[src/rtl/battle_sequencer_if.sv]
`default_nettype none
// ---------------------------------------------------------------------------
// battle_sequencer_if : key/bar/collision inputs and HP/phase/UART outputs
// Revision 1.0
// ---------------------------------------------------------------------------
interface battle_sequencer_if;
    logic        i_animate;
    logic        i_rx_receive;
    logic [7:0]  i_rx_data;
    logic [15:0] i_bar_x;
    logic        i_hit;
    logic        i_tx_idle;
    logic [2:0]  o_phase;
    logic        o_bar_run;
    logic        o_bar_reset;
    logic [15:0] o_player_hp;
    logic [15:0] o_monster_hp;
    logic [7:0]  o_last_dmg;
    logic        o_win;
    logic        o_lose;
    logic        o_tx_transmit;
    logic [7:0]  o_tx_data;

    modport master (
        output i_animate, i_rx_receive, i_rx_data, i_bar_x, i_hit, i_tx_idle,
        input  o_phase, o_bar_run, o_bar_reset, o_player_hp, o_monster_hp,
               o_last_dmg, o_win, o_lose, o_tx_transmit, o_tx_data
    );

    modport slave (
        input  i_animate, i_rx_receive, i_rx_data, i_bar_x, i_hit, i_tx_idle,
        output o_phase, o_bar_run, o_bar_reset, o_player_hp, o_monster_hp,
               o_last_dmg, o_win, o_lose, o_tx_transmit, o_tx_data
    );
endinterface
`default_nettype wire

[src/rtl/battle_sequencer.sv]
`default_nettype none
// ---------------------------------------------------------------------------
// battle_sequencer : fight-screen round controller (attack, result, dodge)
// Optional phase echo over UART: define BATTLE_TX_ECHO_EN.   Revision 1.0
// ---------------------------------------------------------------------------
module battle_sequencer #(
    parameter int unsigned CENTER_X      = 320,
    parameter int unsigned GREEN_HALF    = 10,
    parameter int unsigned YELLOW_HALF   = 100,
    parameter int unsigned ORANGE_HALF   = 160,
    parameter int unsigned BLUE_HALF     = 205,
    parameter logic [7:0]  DMG_GREEN     = 8'd40,
    parameter logic [7:0]  DMG_YELLOW    = 8'd20,
    parameter logic [7:0]  DMG_ORANGE    = 8'd10,
    parameter logic [7:0]  DMG_BLUE      = 8'd5,
    parameter int unsigned PLAYER_HP     = 300,
    parameter int unsigned MONSTER_HP    = 500,
    parameter int unsigned HIT_DMG       = 15,
    parameter int unsigned INV_FRAMES    = 30,
    parameter int unsigned FIGHT_FRAMES  = 120,
    parameter int unsigned RESULT_FRAMES = 60,
    parameter int unsigned ESCAPE_FRAMES = 300
) (
    input  wire logic          i_clk,
    input  wire logic          i_rst_n,
    battle_sequencer_if.slave  bus
);
    localparam logic [15:0] c_center      = 16'(CENTER_X);
    localparam logic [15:0] c_green       = 16'(GREEN_HALF);
    localparam logic [15:0] c_yellow      = 16'(YELLOW_HALF);
    localparam logic [15:0] c_orange      = 16'(ORANGE_HALF);
    localparam logic [15:0] c_blue        = 16'(BLUE_HALF);
    localparam logic [15:0] c_player_hp   = 16'(PLAYER_HP);
    localparam logic [15:0] c_monster_hp  = 16'(MONSTER_HP);
    localparam logic [15:0] c_hit_dmg     = 16'(HIT_DMG);
    localparam logic [7:0]  c_inv         = 8'(INV_FRAMES);
    localparam logic [15:0] c_fight_last  = 16'(FIGHT_FRAMES - 1);
    localparam logic [15:0] c_result_last = 16'(RESULT_FRAMES - 1);
    localparam logic [15:0] c_escape_last = 16'(ESCAPE_FRAMES - 1);

    typedef enum logic [2:0] {
        S_IDLE   = 3'd0,
        S_FIGHT  = 3'd1,
        S_RESULT = 3'd2,
        S_ESCAPE = 3'd3,
        S_OVER   = 3'd4
    } state_t;

    state_t      state_q, state_d;
    logic [15:0] cnt_q, cnt_d;
    logic [7:0]  inv_q, inv_d;
    logic [15:0] lat_q, lat_d;
    logic        miss_q, miss_d;
    logic        first_q, first_d;
    logic [15:0] php_q, php_d;
    logic [15:0] mhp_q, mhp_d;
    logic [7:0]  last_q, last_d;
    logic        win_q, win_d;
    logic        lose_q, lose_d;
    logic        bar_reset_q, bar_reset_d;

    logic        w_start;
    logic        w_restart;
    logic [15:0] w_dist;
    logic [7:0]  w_dmg;

    assign w_start   = bus.i_rx_receive && (bus.i_rx_data == 8'h20);
    assign w_restart = bus.i_rx_receive && (bus.i_rx_data == 8'h72);
    assign w_dist    = (lat_q >= c_center) ? (lat_q - c_center) : (c_center - lat_q);

    // Innermost zone first so that the narrowest matching window wins.
    always_comb begin
        w_dmg = 8'd0;
        if (!miss_q) begin
            if (w_dist <= c_green)       w_dmg = DMG_GREEN;
            else if (w_dist <= c_yellow) w_dmg = DMG_YELLOW;
            else if (w_dist <= c_orange) w_dmg = DMG_ORANGE;
            else if (w_dist <= c_blue)   w_dmg = DMG_BLUE;
        end
    end

    always_comb begin
        state_d = state_q;
        cnt_d   = cnt_q;
        inv_d   = inv_q;
        lat_d   = lat_q;
        miss_d  = miss_q;
        first_d = 1'b0;
        php_d   = php_q;
        mhp_d   = mhp_q;
        last_d  = last_q;
        win_d   = win_q;
        lose_d  = lose_q;
        case (state_q)
            S_IDLE: begin
                if (w_start) begin
                    state_d = S_FIGHT;
                    cnt_d   = 16'd0;
                end
            end
            S_FIGHT: begin
                if (w_start) begin
                    lat_d   = bus.i_bar_x;
                    miss_d  = 1'b0;
                    first_d = 1'b1;
                    cnt_d   = 16'd0;
                    state_d = S_RESULT;
                end else if (bus.i_animate) begin
                    if (cnt_q == c_fight_last) begin
                        miss_d  = 1'b1;
                        first_d = 1'b1;
                        cnt_d   = 16'd0;
                        state_d = S_RESULT;
                    end else begin
                        cnt_d = cnt_q + 16'd1;
                    end
                end
            end
            S_RESULT: begin
                if (first_q) begin
                    last_d = w_dmg;
                    mhp_d  = (mhp_q > {8'd0, w_dmg}) ? (mhp_q - {8'd0, w_dmg}) : 16'd0;
                end
                if (bus.i_animate) begin
                    if (cnt_q == c_result_last) begin
                        cnt_d   = 16'd0;
                        inv_d   = 8'd0;
                        win_d   = (mhp_d == 16'd0);
                        state_d = (mhp_d == 16'd0) ? S_OVER : S_ESCAPE;
                    end else begin
                        cnt_d = cnt_q + 16'd1;
                    end
                end
            end
            S_ESCAPE: begin
                if (bus.i_animate) begin
                    if (bus.i_hit && (inv_q == 8'd0)) begin
                        php_d = (php_q > c_hit_dmg) ? (php_q - c_hit_dmg) : 16'd0;
                        inv_d = c_inv;
                    end else if (inv_q != 8'd0) begin
                        inv_d = inv_q - 8'd1;
                    end
                    // A lethal hit on the final tick still ends the game.
                    if (php_d == 16'd0) begin
                        lose_d  = 1'b1;
                        cnt_d   = 16'd0;
                        state_d = S_OVER;
                    end else if (cnt_q == c_escape_last) begin
                        cnt_d   = 16'd0;
                        state_d = S_FIGHT;
                    end else begin
                        cnt_d = cnt_q + 16'd1;
                    end
                end
            end
            S_OVER: begin
                if (w_restart) begin
                    state_d = S_IDLE;
                    cnt_d   = 16'd0;
                    inv_d   = 8'd0;
                    php_d   = c_player_hp;
                    mhp_d   = c_monster_hp;
                    last_d  = 8'd0;
                    win_d   = 1'b0;
                    lose_d  = 1'b0;
                end
            end
            default: state_d = S_IDLE;
        endcase
        bar_reset_d = (state_d == S_FIGHT) && (state_q != S_FIGHT);
    end

    always_ff @(posedge i_clk) begin
        if (!i_rst_n) begin
            state_q     <= S_IDLE;
            cnt_q       <= 16'd0;
            inv_q       <= 8'd0;
            lat_q       <= 16'd0;
            miss_q      <= 1'b0;
            first_q     <= 1'b0;
            php_q       <= c_player_hp;
            mhp_q       <= c_monster_hp;
            last_q      <= 8'd0;
            win_q       <= 1'b0;
            lose_q      <= 1'b0;
            bar_reset_q <= 1'b0;
        end else begin
            state_q     <= state_d;
            cnt_q       <= cnt_d;
            inv_q       <= inv_d;
            lat_q       <= lat_d;
            miss_q      <= miss_d;
            first_q     <= first_d;
            php_q       <= php_d;
            mhp_q       <= mhp_d;
            last_q      <= last_d;
            win_q       <= win_d;
            lose_q      <= lose_d;
            bar_reset_q <= bar_reset_d;
        end
    end

    assign bus.o_phase      = state_q;
    assign bus.o_bar_run    = (state_q == S_FIGHT);
    assign bus.o_bar_reset  = bar_reset_q;
    assign bus.o_player_hp  = php_q;
    assign bus.o_monster_hp = mhp_q;
    assign bus.o_last_dmg   = last_q;
    assign bus.o_win        = win_q;
    assign bus.o_lose       = lose_q;

`ifdef BATTLE_TX_ECHO_EN
    logic       pend_q, pend_d;
    logic [7:0] byte_q, byte_d;
    logic       txs_q, txs_d;
    logic [7:0] txd_q, txd_d;

    // A fresh phase change replaces any byte still waiting for the transmitter.
    always_comb begin
        pend_d = pend_q;
        byte_d = byte_q;
        txs_d  = 1'b0;
        txd_d  = txd_q;
        if (state_d != state_q) begin
            pend_d = 1'b1;
            byte_d = 8'h30 + {5'd0, state_d};
        end else if (pend_q && bus.i_tx_idle) begin
            pend_d = 1'b0;
            txs_d  = 1'b1;
            txd_d  = byte_q;
        end
    end

    always_ff @(posedge i_clk) begin
        if (!i_rst_n) begin
            pend_q <= 1'b0;
            byte_q <= 8'd0;
            txs_q  <= 1'b0;
            txd_q  <= 8'd0;
        end else begin
            pend_q <= pend_d;
            byte_q <= byte_d;
            txs_q  <= txs_d;
            txd_q  <= txd_d;
        end
    end

    assign bus.o_tx_transmit = txs_q;
    assign bus.o_tx_data     = txd_q;
`else
    logic w_unused;
    assign w_unused          = bus.i_tx_idle;
    assign bus.o_tx_transmit = 1'b0;
    assign bus.o_tx_data     = 8'd0;
`endif
endmodule
`default_nettype wire

[src/flat_wrapper.sv]
// flat-port wrapper written by rule: the top's interface ports become plain ports
module battle_sequencer_flat 
#(
    parameter int unsigned CENTER_X      = 320,
    parameter int unsigned GREEN_HALF    = 10,
    parameter int unsigned YELLOW_HALF   = 100,
    parameter int unsigned ORANGE_HALF   = 160,
    parameter int unsigned BLUE_HALF     = 205,
    parameter logic [7:0]  DMG_GREEN     = 8'd40,
    parameter logic [7:0]  DMG_YELLOW    = 8'd20,
    parameter logic [7:0]  DMG_ORANGE    = 8'd10,
    parameter logic [7:0]  DMG_BLUE      = 8'd5,
    parameter int unsigned PLAYER_HP     = 300,
    parameter int unsigned MONSTER_HP    = 500,
    parameter int unsigned HIT_DMG       = 15,
    parameter int unsigned INV_FRAMES    = 30,
    parameter int unsigned FIGHT_FRAMES  = 120,
    parameter int unsigned RESULT_FRAMES = 60,
    parameter int unsigned ESCAPE_FRAMES = 300
)
  (i_clk, i_rst_n, bus_i_animate, bus_i_rx_receive, bus_i_rx_data, bus_i_bar_x, bus_i_hit, bus_i_tx_idle, bus_o_phase, bus_o_bar_run, bus_o_bar_reset, bus_o_player_hp, bus_o_monster_hp, bus_o_last_dmg, bus_o_win, bus_o_lose, bus_o_tx_transmit, bus_o_tx_data);
  battle_sequencer_if bus_i ();
  input  wire logic i_clk;
  input  wire logic i_rst_n;
  input wire logic [$bits(bus_i.i_animate)-1:0] bus_i_animate;
  input wire logic [$bits(bus_i.i_rx_receive)-1:0] bus_i_rx_receive;
  input wire logic [$bits(bus_i.i_rx_data)-1:0] bus_i_rx_data;
  input wire logic [$bits(bus_i.i_bar_x)-1:0] bus_i_bar_x;
  input wire logic [$bits(bus_i.i_hit)-1:0] bus_i_hit;
  input wire logic [$bits(bus_i.i_tx_idle)-1:0] bus_i_tx_idle;
  output wire logic [$bits(bus_i.o_phase)-1:0] bus_o_phase;
  output wire logic [$bits(bus_i.o_bar_run)-1:0] bus_o_bar_run;
  output wire logic [$bits(bus_i.o_bar_reset)-1:0] bus_o_bar_reset;
  output wire logic [$bits(bus_i.o_player_hp)-1:0] bus_o_player_hp;
  output wire logic [$bits(bus_i.o_monster_hp)-1:0] bus_o_monster_hp;
  output wire logic [$bits(bus_i.o_last_dmg)-1:0] bus_o_last_dmg;
  output wire logic [$bits(bus_i.o_win)-1:0] bus_o_win;
  output wire logic [$bits(bus_i.o_lose)-1:0] bus_o_lose;
  output wire logic [$bits(bus_i.o_tx_transmit)-1:0] bus_o_tx_transmit;
  output wire logic [$bits(bus_i.o_tx_data)-1:0] bus_o_tx_data;
  assign bus_i.i_animate = bus_i_animate;
  assign bus_i.i_rx_receive = bus_i_rx_receive;
  assign bus_i.i_rx_data = bus_i_rx_data;
  assign bus_i.i_bar_x = bus_i_bar_x;
  assign bus_i.i_hit = bus_i_hit;
  assign bus_i.i_tx_idle = bus_i_tx_idle;
  assign bus_o_phase = bus_i.o_phase;
  assign bus_o_bar_run = bus_i.o_bar_run;
  assign bus_o_bar_reset = bus_i.o_bar_reset;
  assign bus_o_player_hp = bus_i.o_player_hp;
  assign bus_o_monster_hp = bus_i.o_monster_hp;
  assign bus_o_last_dmg = bus_i.o_last_dmg;
  assign bus_o_win = bus_i.o_win;
  assign bus_o_lose = bus_i.o_lose;
  assign bus_o_tx_transmit = bus_i.o_tx_transmit;
  assign bus_o_tx_data = bus_i.o_tx_data;
  battle_sequencer #(.CENTER_X(CENTER_X), .GREEN_HALF(GREEN_HALF), .YELLOW_HALF(YELLOW_HALF), .ORANGE_HALF(ORANGE_HALF), .BLUE_HALF(BLUE_HALF), .DMG_GREEN(DMG_GREEN), .DMG_YELLOW(DMG_YELLOW), .DMG_ORANGE(DMG_ORANGE), .DMG_BLUE(DMG_BLUE), .PLAYER_HP(PLAYER_HP), .MONSTER_HP(MONSTER_HP), .HIT_DMG(HIT_DMG), .INV_FRAMES(INV_FRAMES), .FIGHT_FRAMES(FIGHT_FRAMES), .RESULT_FRAMES(RESULT_FRAMES), .ESCAPE_FRAMES(ESCAPE_FRAMES)) u_core (.i_clk(i_clk), .i_rst_n(i_rst_n), .bus(bus_i));
endmodule
[config.mk]
export PLATFORM = sky130hd
export DESIGN_NAME = battle_sequencer_flat
export DESIGN_NICKNAME = d
export VERILOG_FILES = /design/src/rtl/battle_sequencer_if.sv /design/src/rtl/battle_sequencer.sv /design/src/flat_wrapper.sv
export SDC_FILE = /design/constraint.sdc
export NUM_CORES = 1
export LEC_CHECK = 0
export ABC_CLOCK_PERIOD_IN_PS = 5600
export BUFFER_PORTS_ARGS = -buffer_cell sky130_fd_sc_hd__buf_2
export CORE_MARGIN = 2
export CORE_UTILIZATION = 45
export CTS_CLUSTER_SIZE = 30
export DETAILED_ROUTE_END_ITERATION = 8
export GPL_TIMING_DRIVEN = 0
export PLACE_DENSITY = 0.74
export SYNTH_ARGS = -nofsm -noshare
export SYNTH_HDL_FRONTEND = slang
export SYNTH_SLANG_ARGS = --single-unit
[constraint.sdc]
create_clock -name i_clk -period 5.6 [get_ports i_clk]
set_clock_uncertainty 0.05 [all_clocks]
set_input_delay 0.56 -clock i_clk [delete_from_list [all_inputs] [get_ports i_clk]]
set_output_delay 0.56 -clock i_clk [all_outputs]
set_load 0.01 [all_outputs]
======== Yosys cells after proc, flatten, opt, wreduce, memory -nomap -nowiden ========
Index checks and enable logic that the tools add are counted.
word-level totals
  bits in registers ....................... 88
  word-level logic and storage cells ...... 133
operators by class
  reductions and logical operators ........ 25
  multiplexer cells ....................... 63
  $lt $le $gt $ge ......................... 7
  add/subtract/negate cells ............... 6
  eq/ne operators ......................... 20
operators by type and width
  kind                                                                count
  two-way mux 16 bit                                                  21
  two-way mux 8 bit                                                   11
  case mux 16 bit (5 select lines)                                    1
  case mux 16 bit (2 select lines)                                    2
  two-way mux 3 bit                                                   12
  <= comparator 16 x 8 -> 1 bit, second input constant                2
  logical NOT 16 bit                                                  2
  case mux 8 bit (3 select lines)                                     1
  adder 16 x 1 -> 16 bit, second input constant                       1
  == test 16 x 6 -> 1 bit, second input constant                      1
  == test 16 x 7 -> 1 bit, second input constant                      1
  == test 16 x 9 -> 1 bit, second input constant                      1
  greater-or-equal comparator 16 x 9 -> 1 bit, second input constant  1
  greater-than comparator 16 x 4 -> 1 bit, second input constant      1
  greater-than comparator 16 x 8 -> 1 bit                             1
  <= comparator 16 x 4 -> 1 bit, second input constant                1
  <= comparator 16 x 7 -> 1 bit, second input constant                1
  case mux 8 bit (2 select lines)                                     1
  subtractor 16 x 4 -> 16 bit, second input constant                  1
  subtractor 16 x 8 -> 16 bit                                         1
  subtractor 16 x 9 -> 16 bit, second input constant                  1
  subtractor 9 x 16 -> 16 bit, first input constant                   1
  case mux 3 bit (5 select lines)                                     1
  AND reduction 6 bit                                                 2
  other kinds (22)                                                    52

======== Logic depth before layout (Yosys ltp) ========
Gate-level depths: netlist (run 1).
  word-level depth ........................ 19
  depth in mapped cells ................... 23
  gate-level depth less buffers ........... 21

======== Worst setup path before layout (run 1) ========
Ideal clock, no wire load.
  path kind ............................... register to register
  start point ............................. register u_core.lat_q[3]
  end point ............................... register u_core.bar_reset_q, in the netlist u_core.bus.o_bar_reset
  data arrival time ....................... 4.512 ns
  cell stages (with the launch flop) ...... 17
  required time ........................... 5.454 ns
  path slack .............................. 0.942 ns
  cell sequence ........................... dfxtp_1 clkbuf_1 or3_1 o21a_1 o2111a_1 o41a_1 nor4_4 nand2_1 ha_1 or4b_1 nor3_2 a21oi_1 or4_1 o211ai_1 a41oi_1 and3_1 nor4b_1
on the way
  longest elaborated chain between the ends .. 19
  elaborated cells between the ends (all ways) .. 25
  those cells by class .................... 3 x add/sub; 6 x order compare; 1 x eq/ne; 13 x mux; 2 x reduce/logical
ends and longest elaborated chain
  item                                                 line                     source
  from (decl)                                          battle_sequencer.sv:52   logic [15:0] lat_q, lat_d;
  from (signal assigned)                               battle_sequencer.sv:191  lat_q <= lat_d;
  subtractor 9 x 16 -> 16 bit (tied with other cells)  battle_sequencer.sv:69   assign w_dist = (lat_q >= c_center) ? (lat_q - c_center) : (c_center - lat_q);
  two-way mux 16 bit *                                 battle_sequencer.sv:69
  <= comparator 16 x 8 -> 1 bit                        battle_sequencer.sv:78   else if (w_dist <= c_blue) w_dmg = DMG_BLUE;
  two-way mux 3 bit                                    battle_sequencer.sv:78
  two-way mux 8 bit                                    battle_sequencer.sv:77   else if (w_dist <= c_orange) w_dmg = DMG_ORANGE;
  two-way mux 8 bit                                    battle_sequencer.sv:76   else if (w_dist <= c_yellow) w_dmg = DMG_YELLOW;
  two-way mux 8 bit *                                  battle_sequencer.sv:75   if (w_dist <= c_green) w_dmg = DMG_GREEN;
  two-way mux 8 bit *                                  battle_sequencer.sv:74   if (!miss_q) begin
  [... 3 more ...]                                     -
  two-way mux 16 bit *                                 battle_sequencer.sv:94   case (state_q)
  logical NOT 16 bit *                                 battle_sequencer.sv:129  state_d = (mhp_d == 16'd0) ? S_OVER : S_ESCAPE;
  two-way mux 3 bit *                                  battle_sequencer.sv:129
  two-way mux 3 bit *                                  battle_sequencer.sv:125  if (cnt_q == c_result_last) begin
  two-way mux 3 bit *                                  battle_sequencer.sv:124  if (bus.i_animate) begin
  case mux 3 bit (5 select lines) *                    battle_sequencer.sv:94
  == test 3 x 1 -> 1 bit *                             battle_sequencer.sv:170  bar_reset_d = (state_d == S_FIGHT) && (state_q != S_FIGHT);
  logical AND 1 bit *                                  battle_sequencer.sv:170
  to (signal assigned)                                 battle_sequencer.sv:199  bar_reset_q <= bar_reset_d;
  to (decl)                                            battle_sequencer.sv:60   logic bar_reset_q, bar_reset_d;
Every way passes the cells marked *; elsewhere a longest branch is shown, timed or not. The select of a mux whose other input is x is not followed.
A chain may end at the register's enable or synchronous reset.

======== Worst setup path in the final report (run 1) ========
  start point ............................. register u_core.lat_q[0]
  end point ............................... register u_core.bar_reset_q, in the netlist u_core.bus.o_bar_reset
Same word-level chain as after synthesis.

==> results of run 1 <==
## cell families (layout without fill, tap and decap cells)
logic type | count (synthesis) | count (layout) | share of synthesized area [%]
XOR/XNOR | 18 | 18 | 2.61
other | 1 | 11 | 0.0622
adder cells (fa/ha/maj) | 15 | 15 | 3.24
AND/OR/NAND/NOR | 386 | 386 | 35.7
flip-flops | 86 | 86 | 28.5
buffers and inverters | 72 | 161 | 5.68
multiplexers | 8 | 8 | 1.37
AO/OA/AOI/OAI | 201 | 201 | 22.8
## power breakdown
group / switching (mW) / internal, mW
Clock: 0.250 / 0.370
Combinational: 0.0312 / 0.0178
Sequential: 0.0000237 / 0.612
## critical path: stages (launching register included)
cell and delay, ns:
dfxtp_1 0.46, inv_1 0.10, ha_1 0.32, nor4b_2 0.21, and2_1 0.23, or4_1 0.49
and2_1 0.21, a211oi_2 0.27, a22o_1 0.22, or2_1 0.13, nand2_1 0.07, ha_1 0.39
nand3_1 0.12, o211ai_1 0.32, nor2_2 0.14, or4_1 0.51, o211ai_1 0.14, a41oi_2 0.21
a221oi_1 0.38, nor4b_1 0.10
## timing repair
item / in CTS / in global routing
endpoints found under the hold margin: 0 / 0
hold buffers: 0 / 0
buffers inserted: 0 / 2
gates resized for setup: 0 / 10
endpoints found under the setup margin: 0 / 12
## metal layers
metal  part of all wire (%)  vias to the layer above  track usage [%]
li1                       -                     3114                -
met1                     47                     2887             32.7
met2                     45                      215             35.5
met3                    5.8                       29             3.37
met4                    2.4                        0             9.26
met5                      0                        -                0
## flip-flops by register name (all words and copies together), names as in the netlist
signal and cells:
u_core.miss_q 1, u_core.bus.o_bar_reset 1, u_core.bus.o_win 1, u_core.bus.o_player_hp 16, u_core.cnt_q 16, u_core.bus.o_last_dmg 6
u_core.bus.o_lose 1, u_core.bus.o_phase 3, u_core.inv_q 8, u_core.lat_q 16, u_core.bus.o_monster_hp 16, u_core.first_q 1
## worst min path at each step
stage	startpoint	endpoint	slack, ns	cells past startpoint
after global routing	bus_i_bar_x[6]	u_core.lat_q[6]$_SDFFE_PN0P_	0.42	3
after floorplan	u_core.cnt_q[1]$_SDFFE_PN0P_	u_core.cnt_q[1]$_SDFFE_PN0P_	0.41	2
after detailed placement	u_core.bus.o_last_dmg[3]$_SDFFE_PN0P_	u_core.bus.o_last_dmg[3]$_SDFFE_PN0P_	0.41	1
after CTS	bus_i_bar_x[7]	u_core.lat_q[7]$_SDFFE_PN0P_	0.41	3
final	bus_i_bar_x[6]	u_core.lat_q[6]$_SDFFE_PN0P_	0.42	3
after global placement	u_core.bus.o_last_dmg[5]$_SDFFE_PN0P_	u_core.bus.o_last_dmg[5]$_SDFFE_PN0P_	0.41	2
## per-stage QoR
stage / utilization [%] / power, mW / std cells
floorplan: - / 0.653 / 797
global placement: 50.4 / 0.673 / 1045
detailed placement: 50.4 / 0.674 / 1045
CTS: 52.7 / 1.29 / 1061
global route: 53.1 / 1.32 / 1062
finish: 53.1 / 1.28 / 1062
## cell type report
cell class	count	area share, %
clock buffer	13	3.71
multi-input combinational	639	57.8
clock inverter	3	0.607
buffer	51	3.77
timing repair buffer	74	5.36
inverter	20	1.07
tap	176	3.14
sequential	86	24.6
## synthesized netlist by cell type (7+ instances only)
| cell | number | share of area, % |
|---|---|---|
| a22o_1 | 9 | 1.3 |
| and3_1 | 15 | 1.6 |
| buf_4 | 11 | 1.4 |
| and4b_1 | 7 | 1.2 |
| o21ai_0 | 39 | 3.2 |
| a21oi_1 | 60 | 5.0 |
| nand4_1 | 11 | 1.1 |
| o211ai_1 | 7 | 0.87 |
| or2_2 | 9 | 0.93 |
| xnor2_1 | 14 | 2.0 |
| nand2_1 | 75 | 4.7 |
| nor2_1 | 85 | 5.3 |
| a221o_1 | 13 | 2.2 |
| clkbuf_1 | 34 | 2.1 |
| dfxtp_1 | 86 | 29 |
| nand3_1 | 47 | 3.9 |
| nand2b_1 | 15 | 1.6 |
| nor2b_1 | 14 | 1.5 |
| or3_1 | 9 | 0.93 |
| or4_1 | 7 | 0.87 |
| nor3_1 | 21 | 1.7 |
| a31oi_1 | 10 | 1.0 |
| nor4_1 | 12 | 1.2 |
| ha_1 | 14 | 2.9 |
| inv_1 | 19 | 1.2 |
| and2_1 | 10 | 1.0 |
==> summary.md, run 1 <==
| Metric | Value |
|---|---|
| Status | finished clean |
| Final Setup Violations | 0 |
| Largest net degree at the start of global routing | 14 |
| Hpwl dp | 12300 um |
| Worst hold slack | 0.415 ns |
| Die area | 14300 um2 |
| Register area share after synthesis | ~29% |
| Post-synthesis cell type count | around 90 |
| Crit path max fanout | 9 |
| Drt pass-1 iters | 5 |
| Io pins | 86 |
| Root buffer cell | clkbuf_16 |
| Yosys warning total | 0 |
| Final worst-path setup slack | 0.380 ns |
| Clk buf depth | 2 |
| Area after DPL | 6650 um2 |
| Register-to-Register Path Depth | 19 |
| Top FF cell, synth | dfxtp_1 |
| First-pass GRT wire length | roughly 27000 um |
| Crit. End Element | flop |
| R2R Path Start | u_core.lat_q[0]$_SDFFE_PN0P_ |
| Number of synthesized register bits | between 80 and 90 |
| Latest clock arrival within the worst-skew pair | 0.35 ns |
| Clock sink total | 86 |
| Post-route ant nets | 0 |
| Most common cell after layout, fill and taps aside | dfxtp_1 |
| Die Y | about 120 um |
| Max-cap viol count | 0 |
| Post-synthesis average cell area | 7.66 um2 |
| Share of cells above drive strength 1 | 17.4% |
| Register area | between 1500 and 2000 um2 |
| Gpl congestion | 0.941 |
| DR iter-0 viols | 518 |
| Vias in the first global route | about 5.5k |
| H-tree depth | 3 |
| CTS buffer count | 9 |
| Clock slew at reported path FFs | 0.06 ns |
| Critical R2R Capture | u_core.bus.o_bar_reset$_SDFF_PN0_ |
| CP Class | flop to flop |
| Arr. time, crit path | 5.40 ns |
| PortBufs | 72 |
| Initial core utilization | 45.7% |
| Worst-margin pin slew | approximately 0.8 ns |
| GRT Util Overall | 23.1% |
| EDFF count, synth | 0 |
| Drt total wl | approximately 17000 um |
| Core area | about 13000 um2 |
| Post-Syn Area | 6030 um2 |
| Fillers | between 1k and 1.5k |
| FMAX | 192 MHz |
| Drc violations | 0 |
| Area Overhead vs Synth | 16.2% |
| Vias per inst | approximately 5.9 |
| Max-slew violation count | 0 |
| PwrDens | about 180 nW/um2 |
| Period utilisation layout | 93.2% |
| Nets@finish | 926 |
| Leakage | 2.77 nW |
| Slew headroom | 46.2% |
| Initial antenna violation count | 0 |
| Via count | 6245 |
| Dpl ws | 0.0916 ns |
| Asr flop ratio synth | 0% |
| Commonest non-fill, non-tap cells in the layout | dfxtp_1, nor2_1, buf_2 |
| Hold WC Path Type | primary input to flop |
| Critical Path RT | 5.78 ns |
| Area occupied by multi-input gates | 4050 um2 |
| Post-Syn Instances | 787 |
| Crit path launch type | flop |
| CP endpoint | u_core.bus.o_bar_reset$_SDFF_PN0_ |
| Final instance area | 7010 um2 |
| Tmin final | 5.22 ns |
| Row Count | 42 |
| Sum Neg Setup Slack | 0 ns |
| Chip Width | 120 um |
| Final hold vios | 0 |
| Worst setup path start | u_core.lat_q[0]$_SDFFE_PN0P_ |
| Flop2flop setup slack | 0.38 ns |
| TritonCTS clock tree | yes |
| DR WL/cell | around 16 um |
| # diodes | 0 |
| Total grt overflow | 0 |
| Peak supply drop | between 100 and 150 uV |
Power figures use the tool's default switching activity.
==> run 2, diff against run 1 <==
--- a/config.mk
+++ b/config.mk
@@ -11,8 +11,8 @@
 export CORE_UTILIZATION = 45
 export CTS_CLUSTER_SIZE = 30
 export DETAILED_ROUTE_END_ITERATION = 8
-export GPL_TIMING_DRIVEN = 0
-export PLACE_DENSITY = 0.74
+export PLACE_DENSITY = 0.65
+export SETUP_SLACK_MARGIN = 0.4
 export SYNTH_ARGS = -nofsm -noshare
 export SYNTH_HDL_FRONTEND = slang
 export SYNTH_SLANG_ARGS = --single-unit
==> run 2 against run 1 <==
  * Largest cell class unchanged
  * Cell count decreased by 3.7%
  * Largest power group is now sequential cells
  * Global-route usage shrank 0.33 points
  * Via count decreased by 1.1%
  * Design area decreased by 1.0%
==> summary.md, run 2 (synthesis gave the netlist of run 1 again) <==
| Metric | Value |
|---|---|
| Status | finished clean |
| Sum Neg Setup Slack | 0 ns |
| RSZ-0062 raised after global routing | false |
| Hpwl dp | 12000 um |
| Arr. time, crit path | 5.11 ns |
| Final Setup Violations | 0 |
| Max-slew violation count | 0 |
| Crit. End Element | flop |
| Leakage | 2.72 nW |
| Met1 GRT Util | roughly a third |
| Latest clock arrival within the worst-skew pair | 0.35 ns |
| Clock slew at reported path FFs | 0.07 ns |
| Initial antenna violation count | 0 |
| Met2 usage | 35.9% |
| GRT Util Overall | 22.8% |
| Most common cell after layout, fill and taps aside | nor2_1 |
| Max-cap viol count | 0 |
| Die area | 14300 um2 |
| Crit path launch type | flop |
| Hold depth | 3 |
| Drt pass-1 iters | 5 |
| Fillers | 1272 |
| Critical path depth | 20 |
| Tmin final | 4.93 ns |
| Initial core utilization | 45.7% |
| R2R Path Start | u_core.lat_q[7]$_SDFFE_PN0P_ |
| Final hold vios | 0 |
| Slowest CP cell | or4_1 |
| Met3 Use GR | 3.47% |
| DR WL/cell | 16.3 um |
| CP endpoint | u_core.bus.o_bar_reset$_SDFF_PN0_ |
| Bufs and invs on worst path | 3 |
| Gpl congestion | between 0.9 and 1 |
| Worst-margin pin slew | 1.12 ns |
| Via count | 6174 |
| Register area | 1730 um2 |
| Drt total wl | 16600 um |
| Critical path's top delay family | simple AND/OR/NAND/NOR gates |
| Area after DPL | 6440 um2 |
| DR iter-0 viols | between 500 and 600 |
| Nets@finish | just under 900 |
| Vias per inst | 6.04 |
| Vias in the first global route | 5540 |
| Hold WC Path Type | primary input to flop |
| Final instance area | 6940 um2 |
| Total grt overflow | 0 |
| H-tree depth | 3 |
| Share of cells above drive strength 1 | between 20% and 30% |
| CP Class | flop to flop |
| Peak supply drop | 128 uV |
| Critical Path RT | 5.78 ns |
| Largest net degree at the start of global routing | 47 |
| CTS buffer count | 9 |
| Io pins | 86 |
| Clk buf depth | 2 |
| Root buffer cell | clkbuf_16 |
| Period utilisation layout | 88.0% |
| Area Overhead vs Synth | 15.0% |
| GR peak layer | met2 |
| TritonCTS clock tree | yes |
| PwrDens | 178 nW/um2 |
| Row Count | 42 |
| Crit path largest cell delay | about 0.54 ns |
| Slew headroom | 24.6% |
| Worst setup path start | u_core.lat_q[7]$_SDFFE_PN0P_ |
| Flop2flop setup slack | 0.67 ns |
| Post-route ant nets | 0 |
| Crit path max fanout | 8 |
| Clock sink total | 86 |
| Most used cell, CP | ha_2 |
| First-pass GRT wire length | between 20000 and 30000 um |
| Chip Width | 120 um |
| Area occupied by multi-input gates | 4160 um2 |
| Drc violations | 0 |
| Critical R2R Capture | u_core.bus.o_bar_reset$_SDFF_PN0_ |
| Register-to-Register Path Depth | 20 |
| Commonest non-fill, non-tap cells in the layout | nor2_1, dfxtp_1, nand2_1 |
| PortBufs | 73 |
| Core area | approximately 13000 um2 |
| Post-layout util | 52.6% |
| Die Y | approximately 120 um |
| Hold buffers post-CTS | 0 |
| FMAX | 203 MHz |
| # diodes | 0 |
| Cell breakdown of the critical path | inv_1, ha_2, nand2b_4, buf_6, o311a_1, o41ai_2, xnor2_1, o41a_1, nor4_4, buf_4, nand2_1, ha_2, or4b_4, nor3_4, a21oi_4, or4_1, o211ai_1, a41oi_4, a221oi_2, nor4b_2 |
[run 2: cell count changes in the layout (fill, tap and decap cells not counted), sizes merged]
cell,previous run,this run
clkbuf,46,9
inv,20,22
bufinv,1,0
clkinvlp,1,2
clkinv,1,3
buf,92,86
[run 2: worst register-to-register path, cell delays in order, from the launching register on]
cell and delay (ns):
dfxtp_4 0.36, inv_1 0.10, ha_2 0.21, nand2b_4 0.13, buf_6 0.12, o311a_1 0.17, o41ai_2 0.07, xnor2_1 0.14
o41a_1 0.45, nor4_4 0.31, buf_4 0.18, nand2_1 0.08, ha_2 0.20, or4b_4 0.53, nor3_4 0.22, a21oi_4 0.11
or4_1 0.54, o211ai_1 0.16, a41oi_4 0.19, a221oi_2 0.37, nor4b_2 0.10
[run 2: routing by layer]
metal	vias up	routed length (um)
li1	3032	-
met1	2932	7790
met2	185	7670
met3	25	808
met4	0	365
met5	-	0
[run 2: worst min path at each step]
stage | startpoint | to | slack, ns
floorplan | u_core.cnt_q[1]$_SDFFE_PN0P_ | u_core.cnt_q[1]$_SDFFE_PN0P_ | 0.41
global placement | u_core.bus.o_lose$_SDFFE_PN0P_ | u_core.bus.o_lose$_SDFFE_PN0P_ | 0.39
detailed placement | u_core.bus.o_last_dmg[5]$_SDFFE_PN0P_ | u_core.bus.o_last_dmg[5]$_SDFFE_PN0P_ | 0.40
CTS | bus_i_bar_x[11] | u_core.lat_q[11]$_SDFFE_PN0P_ | 0.40
global route | bus_i_bar_x[11] | u_core.lat_q[11]$_SDFFE_PN0P_ | 0.40
finish | bus_i_bar_x[7] | u_core.lat_q[7]$_SDFFE_PN0P_ | 0.40
[run 2: where the power goes]
part	internal [mW]	total, mW	leakage [nW]	switching [mW]
logic	0.0117	0.0402	1.89	0.0285
clock network	0.306	0.581	0.133	0.275
registers	0.611	0.611	0.695	0.0000508
total	0.929	1.23	2.72	0.303
[run 2: layout make-up]
cell class,instances,share of cell area (%)
clock inverters,7,0.848
inverters,20,1.08
clock buffers,9,3.25
well taps,176,3.17
flip-flops and latches,86,24.9
multi-input cells,639,60.0
repair buffers,86,6.73
[run 2: stage by stage]
step	power (mW)	worst slack [ns]	instances	hold WS, ns
after floorplan	0.653	0.942	797	0.408
after global placement	0.665	0.226	1000	0.393
after detailed placement	0.665	0.0364	1000	0.405
after CTS	1.24	0.406	1016	0.396
after global routing	1.27	0.415	1023	0.399
final	1.23	0.672	1023	0.398
[run 2: repair_timing]
item / in CTS / in global routing
endpoints found under the hold margin: 0 / 0
pin swaps: 1 / 13
buffers inserted: 0 / 7
cloned: 0 / 0
resized for setup: 7 / 30
setup endpoints to repair: 5 / 12
